===== config.mk =====
export PLATFORM = sky130hd
export DESIGN_NAME = serial_alu_controller
export DESIGN_NICKNAME = d
export VERILOG_FILES = /design/src/rtl/serial_alu_controller.sv
export SDC_FILE = /design/constraint.sdc
export NUM_CORES = 1
export LEC_CHECK = 0
export ABC_CLOCK_PERIOD_IN_PS = 2040
export CORE_MARGIN = 2
export CORE_UTILIZATION = 51
export CTS_CLUSTER_SIZE = 24
export DETAILED_ROUTE_END_ITERATION = 12
export PLACE_DENSITY = 0.79
export SKIP_CTS_REPAIR_TIMING = 1
export SLEW_MARGIN = 30
export SYNTH_ARGS = -nofsm -noshare
export SYNTH_HDL_FRONTEND = slang
export SYNTH_HIERARCHICAL = 1
export SYNTH_SLANG_ARGS = --single-unit

===== constraint.sdc =====
create_clock -name clk -period 2.04 [get_ports clk]
set_input_delay 0.612 -clock clk [delete_from_list [all_inputs] [get_ports clk]]
set_output_delay 0.612 -clock clk [all_outputs]
set_load 0.05 [all_outputs]

===== src/rtl/serial_alu_controller.sv =====
// ---------------------------------------------------------------------------
// serial_alu_controller
//   Bit-serial ALU. One WIDTH-bit operation is computed LSB first by reusing
//   a single one-bit slice for WIDTH cycles, with the ripple carry held in a
//   flop between cycles. Same opcode set and flag meaning as a full-width
//   ripple ALU.
//
//   Ports
//     clk       : rising-edge clock
//     reset     : synchronous, active-high
//     start     : request, accepted only while ready = 1
//     op        : 000 ADD, 001 SUB, 010 XOR, 011 SLT,
//                 100 AND, 101 NAND, 110 NOR, 111 OR
//     operandA  : first operand, latched on accept
//     operandB  : second operand, latched on accept
//     ready     : high while idle
//     done      : one-cycle pulse, result and flags valid
//     result    : registered result, held until the next done
//     carryout  : carry out of the MSB (ADD/SUB only)
//     overflow  : signed overflow (ADD/SUB only)
//     zero      : result == 0
//
//   bitSliceALU is the one-bit slice driven by the sequencer: a full adder
//   with an optional inversion of b, plus the five bitwise outputs.
// ---------------------------------------------------------------------------

module bitSliceALU (
   input  logic a,
   input  logic b,
   input  logic carryin,
   input  logic invert,
   output logic sum,
   output logic carryout,
   output logic res_and,
   output logic res_nand,
   output logic res_nor,
   output logic res_or,
   output logic res_xor
);

   logic b_eff_s;

   // One-bit adder (b optionally complemented) and bitwise results
   always_comb begin
      b_eff_s  = b ^ invert;
      sum      = a ^ b_eff_s ^ carryin;
      carryout = (a & b_eff_s) | (a & carryin) | (b_eff_s & carryin);
      res_and  = a & b;
      res_nand = ~(a & b);
      res_nor  = ~(a | b);
      res_or   = a | b;
      res_xor  = a ^ b;
   end

endmodule

module serial_alu_controller #(
   parameter int WIDTH = 32
) (
   input  logic             clk,
   input  logic             reset,
   input  logic             start,
   input  logic [2:0]       op,
   input  logic [WIDTH-1:0] operandA,
   input  logic [WIDTH-1:0] operandB,
   output logic             ready,
   output logic             done,
   output logic [WIDTH-1:0] result,
   output logic             carryout,
   output logic             overflow,
   output logic             zero
);

   localparam logic [2:0] OP_ADD  = 3'b000;
   localparam logic [2:0] OP_SUB  = 3'b001;
   localparam logic [2:0] OP_XOR  = 3'b010;
   localparam logic [2:0] OP_SLT  = 3'b011;
   localparam logic [2:0] OP_AND  = 3'b100;
   localparam logic [2:0] OP_NAND = 3'b101;
   localparam logic [2:0] OP_NOR  = 3'b110;
   localparam logic [2:0] OP_OR   = 3'b111;

   localparam int            CW   = $clog2(WIDTH);
   localparam logic [CW-1:0] LAST = CW'(WIDTH - 1);
   localparam logic [CW-1:0] ONE  = CW'(32'd1);

   typedef enum logic [1:0] {
      IDLE = 2'd0,
      RUN  = 2'd1,
      DONE = 2'd2
   } state_t;

   state_t           state_r;
   state_t           state_next_s;
   logic [CW-1:0]    count_r;
   logic [WIDTH-1:0] sa_r;
   logic [WIDTH-1:0] sb_r;
   // Collected low bits; the newest bit enters at the top, so after the last
   // shift bit 0 of the answer sits at sr_r[0].
   logic [WIDTH-2:0] sr_r;
   logic [2:0]       op_r;
   logic             carry_r;

   logic             accept_s;
   logic             last_bit_s;
   logic             sub_req_s;
   logic             invert_s;
   logic             slice_sum_s;
   logic             slice_cout_s;
   logic             slice_and_s;
   logic             slice_nand_s;
   logic             slice_nor_s;
   logic             slice_or_s;
   logic             slice_xor_s;
   logic             sel_bit_s;
   logic [WIDTH-1:0] sr_cat_s;
   logic             ovf_s;
   logic [WIDTH-1:0] fin_result_s;
   logic             fin_cout_s;
   logic             fin_ovf_s;

   bitSliceALU u_slice (
      .a        (sa_r[0]),
      .b        (sb_r[0]),
      .carryin  (carry_r),
      .invert   (invert_s),
      .sum      (slice_sum_s),
      .carryout (slice_cout_s),
      .res_and  (slice_and_s),
      .res_nand (slice_nand_s),
      .res_nor  (slice_nor_s),
      .res_or   (slice_or_s),
      .res_xor  (slice_xor_s)
   );

   // Next-state logic for the IDLE/RUN/DONE sequencer
   always_comb begin
      state_next_s = state_r;
      case (state_r)
         IDLE: begin
            if (start) begin
               state_next_s = RUN;
            end else begin
               state_next_s = IDLE;
            end
         end
         RUN: begin
            if (last_bit_s) begin
               state_next_s = DONE;
            end else begin
               state_next_s = RUN;
            end
         end
         DONE:    state_next_s = IDLE;
         default: state_next_s = IDLE;
      endcase
   end

   // Per-bit control, bit selection and final-cycle result/flag formation
   always_comb begin
      accept_s   = (state_r == IDLE) && start;
      last_bit_s = (count_r == LAST);
      sub_req_s  = (op == OP_SUB) || (op == OP_SLT);
      invert_s   = (op_r == OP_SUB) || (op_r == OP_SLT);

      sel_bit_s = 1'b0;
      case (op_r)
         OP_ADD, OP_SUB, OP_SLT: sel_bit_s = slice_sum_s;
         OP_XOR:                 sel_bit_s = slice_xor_s;
         OP_AND:                 sel_bit_s = slice_and_s;
         OP_NAND:                sel_bit_s = slice_nand_s;
         OP_NOR:                 sel_bit_s = slice_nor_s;
         OP_OR:                  sel_bit_s = slice_or_s;
         default:                sel_bit_s = 1'b0;
      endcase

      sr_cat_s = {sel_bit_s, sr_r};
      // Carry into the MSB is the held carry during the final cycle
      ovf_s    = carry_r ^ slice_cout_s;

      fin_result_s = sr_cat_s;
      fin_cout_s   = 1'b0;
      fin_ovf_s    = 1'b0;
      case (op_r)
         OP_ADD, OP_SUB: begin
            fin_result_s = sr_cat_s;
            fin_cout_s   = slice_cout_s;
            fin_ovf_s    = ovf_s;
         end
         OP_SLT: begin
            // Sign of the true difference: sum MSB corrected by overflow
            fin_result_s = {{(WIDTH-1){1'b0}}, slice_sum_s ^ ovf_s};
            fin_cout_s   = 1'b0;
            fin_ovf_s    = 1'b0;
         end
         default: begin
            fin_result_s = sr_cat_s;
            fin_cout_s   = 1'b0;
            fin_ovf_s    = 1'b0;
         end
      endcase
   end

   // State register
   always_ff @(posedge clk) begin
      if (reset) begin
         state_r <= IDLE;
      end else begin
         state_r <= state_next_s;
      end
   end

   // Operand shift registers, accumulator, carry flop and bit counter
   always_ff @(posedge clk) begin
      if (reset) begin
         sa_r    <= {WIDTH{1'b0}};
         sb_r    <= {WIDTH{1'b0}};
         sr_r    <= {(WIDTH-1){1'b0}};
         op_r    <= 3'b000;
         carry_r <= 1'b0;
         count_r <= {CW{1'b0}};
      end else if (accept_s) begin
         sa_r    <= operandA;
         sb_r    <= operandB;
         sr_r    <= {(WIDTH-1){1'b0}};
         op_r    <= op;
         carry_r <= sub_req_s;
         count_r <= {CW{1'b0}};
      end else if (state_r == RUN) begin
         sa_r    <= {1'b0, sa_r[WIDTH-1:1]};
         sb_r    <= {1'b0, sb_r[WIDTH-1:1]};
         sr_r    <= sr_cat_s[WIDTH-1:1];
         carry_r <= slice_cout_s;
         if (!last_bit_s) begin
            count_r <= count_r + ONE;
         end
      end
   end

   // Registered outputs: handshake every cycle, result/flags on entering DONE
   always_ff @(posedge clk) begin
      if (reset) begin
         ready    <= 1'b1;
         done     <= 1'b0;
         result   <= {WIDTH{1'b0}};
         carryout <= 1'b0;
         overflow <= 1'b0;
         zero     <= 1'b1;
      end else begin
         ready <= (state_next_s == IDLE);
         done  <= (state_next_s == DONE);
         if ((state_r == RUN) && last_bit_s) begin
            result   <= fin_result_s;
            carryout <= fin_cout_s;
            overflow <= fin_ovf_s;
            zero     <= (fin_result_s == {WIDTH{1'b0}});
         end
      end
   end

endmodule


==> metrics.txt <==
CTS Buf Count=17; Hold Slack=0.457 ns; Setup crit start=op_r[0]$_SDFFE_PP0P_; fin util=0.713; Avg Cell Area, Syn=approximately 8.6 um2; detailed-route wire length=13.3 mm; WS Path Type=reg -> reg; first-pass GRT wire length=21.4 mm; number of routed nets with antenna violations=0; die area=11600 um2; Horiz. Die Dim=~110 um; Synth warnings=6; row count=37; Pre-antenna DRT Iters=5; Tmin final=1.93 ns; Peak VDD IR=approximately 0.00049 V; required time of the critical path=2.47 ns; static leakage=0.00277 uW; status=completed; Synthesized Nets=711; switch share=0.221; largest net degree at the start of global routing=37; antenna violations before repair=0; Post-Syn Area=5470 um2; sequential power share=0.415; drt via density=around 5.6; Area growth, synth to finish=35.1%; residual DRC count=0; maxcap violations=0; Seq cells post-synth=143; register area=2860 um2; post-synth cell types=38; R2R Path Start=op_r[0]$_SDFFE_PP0P_; antenna cells=0; GP Congestion=0.778; Post-synth EDFFs=0; top achievable clock speed=518 MHz; HP Class=reg -> reg; Initial Utilization=0.528; final worst path period share=0.946; CTS tree=done; IO Port Bufs=106; Net Switching=1570 uW; post-route setup slack=0.111 ns; Core Box Area=10400 um2; final setup violation count=0; Gate Count Post-Synth=636; pwr dens=around 960 nW/um2; sequential area share after synthesis=0.523; Crit. End Element=flop; RSZ-0062 raised after global routing=true; die height=between 100 and 150 um; DR iter-0 viols=284; Int Pwr=5560 uW; CTS H-tree lvls=4; GRT overflow=0; routed len/inst=15.0 um; ys flop type=dfxtp_1; fin. max-slew vios=0; share of layout cells above drive strength 1=0.146; worst slack, placed=-0.105 ns; slew margin rel.=0.679; Hold Path Origin=sa_r[12]$_SDFFE_PP0P_; GR Util All Layers=0.231; Reg clk slew, reported paths=0.06 ns; total power=7130 uW; fill count=783; startpoint types=flop; Layout Nets=816; Clock power frac=0.495; multi-input logic area=2360 um2; CTS sink count=143; CTS root buf=clkbuf_8; Max FO, Critical Path=3; Hold Violations, Final=0; clk buf depth=2; FFs w/ async S/R, synth=0; Fin Clk Skew=0.00744 ns; Comb pwr share=0.090; Post-DP HPWL=8.70 mm; critical path arrival=2.36 ns; Worst Tran Pin Value=0.480 ns; clock latency on the worst-skew pair=0.52 ns; via count=4953; Ports=107; vias in the first global route=around 4600
## layer usage
metal,wire length (um),track usage,up-vias
li1,-,-,2436
met4,122,0.0788,0
met3,799,0.0563,13
met5,0,0,-
met2,6770,0.393,169
met1,5650,0.286,2335
## critical path: stages (launching register included)
cell	delay, ns
dfxtp_1	0.35
nor2b_4	0.17
xnor2_1	0.10
fa_1	0.37
inv_1	0.15
xnor2_2	0.15
xor2_1	0.16
o2111ai_1	0.14
o31ai_1	0.25
## cell type report
cell class / count / area share
Clock buffer: 18 / 0.0565
Clock inverter: 14 / 0.0355
Inverter: 9 / 0.00457
Multi-Input combinational cell: 432 / 0.319
Sequential cell: 143 / 0.387
Tap cell: 136 / 0.0230
Timing Repair Buffer: 138 / 0.174
## sequential cells by signal (all words and copies together), names as in the netlist
| register | count |
|---|---|
| overflow | 1 |
| state_r | 2 |
| done | 1 |
| sa_r | 32 |
| carryout | 1 |
| carry_r | 1 |
| zero | 1 |
| count_r | 5 |
| result | 32 |
| ready | 1 |
| op_r | 3 |
| sb_r | 32 |
| sr_r | 31 |
## cell families (layout without fill, tap and decap cells)
| kind of cell | after synthesis | in the layout | share of synthesized area |
|---|---|---|---|
| flops | 143 | 143 | 0.523 |
| mux | 1 | 1 | 0.00412 |
| xor+xnor | 6 | 6 | 0.00961 |
| buf+inv | 61 | 179 | 0.0501 |
| fa+ha+maj | 5 | 5 | 0.0128 |
| simple gates | 214 | 214 | 0.167 |
| compound gates | 206 | 206 | 0.233 |
## layout by cell type (no fill, tap or decap), drive strengths merged, types with 4 or more instances in the layout
cell type,count
nor4,8
clkbuf,19
bufinv,7
dfxtp,143
nor2b,4
clkinv,5
nor2,43
buf,69
clkdlybuf4s50,68
nand2,139
inv,10
a22oi,92
a21oi,107
ha,4
## power groups by stage
stage	Combinational (uW)	Clock, uW	Sequential [uW]
after floorplan	369	0	3000
after global placement	604	0	3010
after detailed placement	626	0	3020
after CTS	632	3570	2960
after global routing	704	3700	2970
final	639	3530	2960
## cells in the mapped netlist (2+ instances only)
library cell	count	area (um2)
dfxtp_1	143	2860
nand2_1	139	522
a21oi_1	107	536
a22oi_1	92	691
nor2_1	42	158
buf_2	24	120
clkbuf_1	23	86.3
inv_1	9	33.8
nor4_1	8	50.1
buf_4	4	30.0
ha_1	4	50.1
nor2b_1	4	25.0
nand4_1	3	18.8
xnor2_1	3	26.3
xor2_1	3	26.3
nand2b_1	2	12.5
nand3_1	2	10.0
nand3b_1	2	15.0
o21ai_0	2	10.0
or3_1	2	12.5
## through the flow
step / area (um2) / std cells / setup TNS (ns)
after floorplan: 5470 / 636 / 0
after global placement: 6640 / 854 / -1.25
after detailed placement: 6640 / 854 / -3.42
after CTS: 7320 / 886 / 0
after global routing: 7390 / 890 / -0.0360
final: 7390 / 890 / 0
## path summary, 6_finish.rpt
path	to	slack, ns	depth (start not counted)
worst min-delay path	sa_r[12]$_SDFFE_PP0P_	0.46	2
worst max-delay path	zero$_SDFFE_PP1P_	0.11	8
worst max register to register	zero$_SDFFE_PP1P_	0.11	8
worst min register to register	sa_r[12]$_SDFFE_PP0P_	0.46	2
Power figures use the tool's default switching activity.
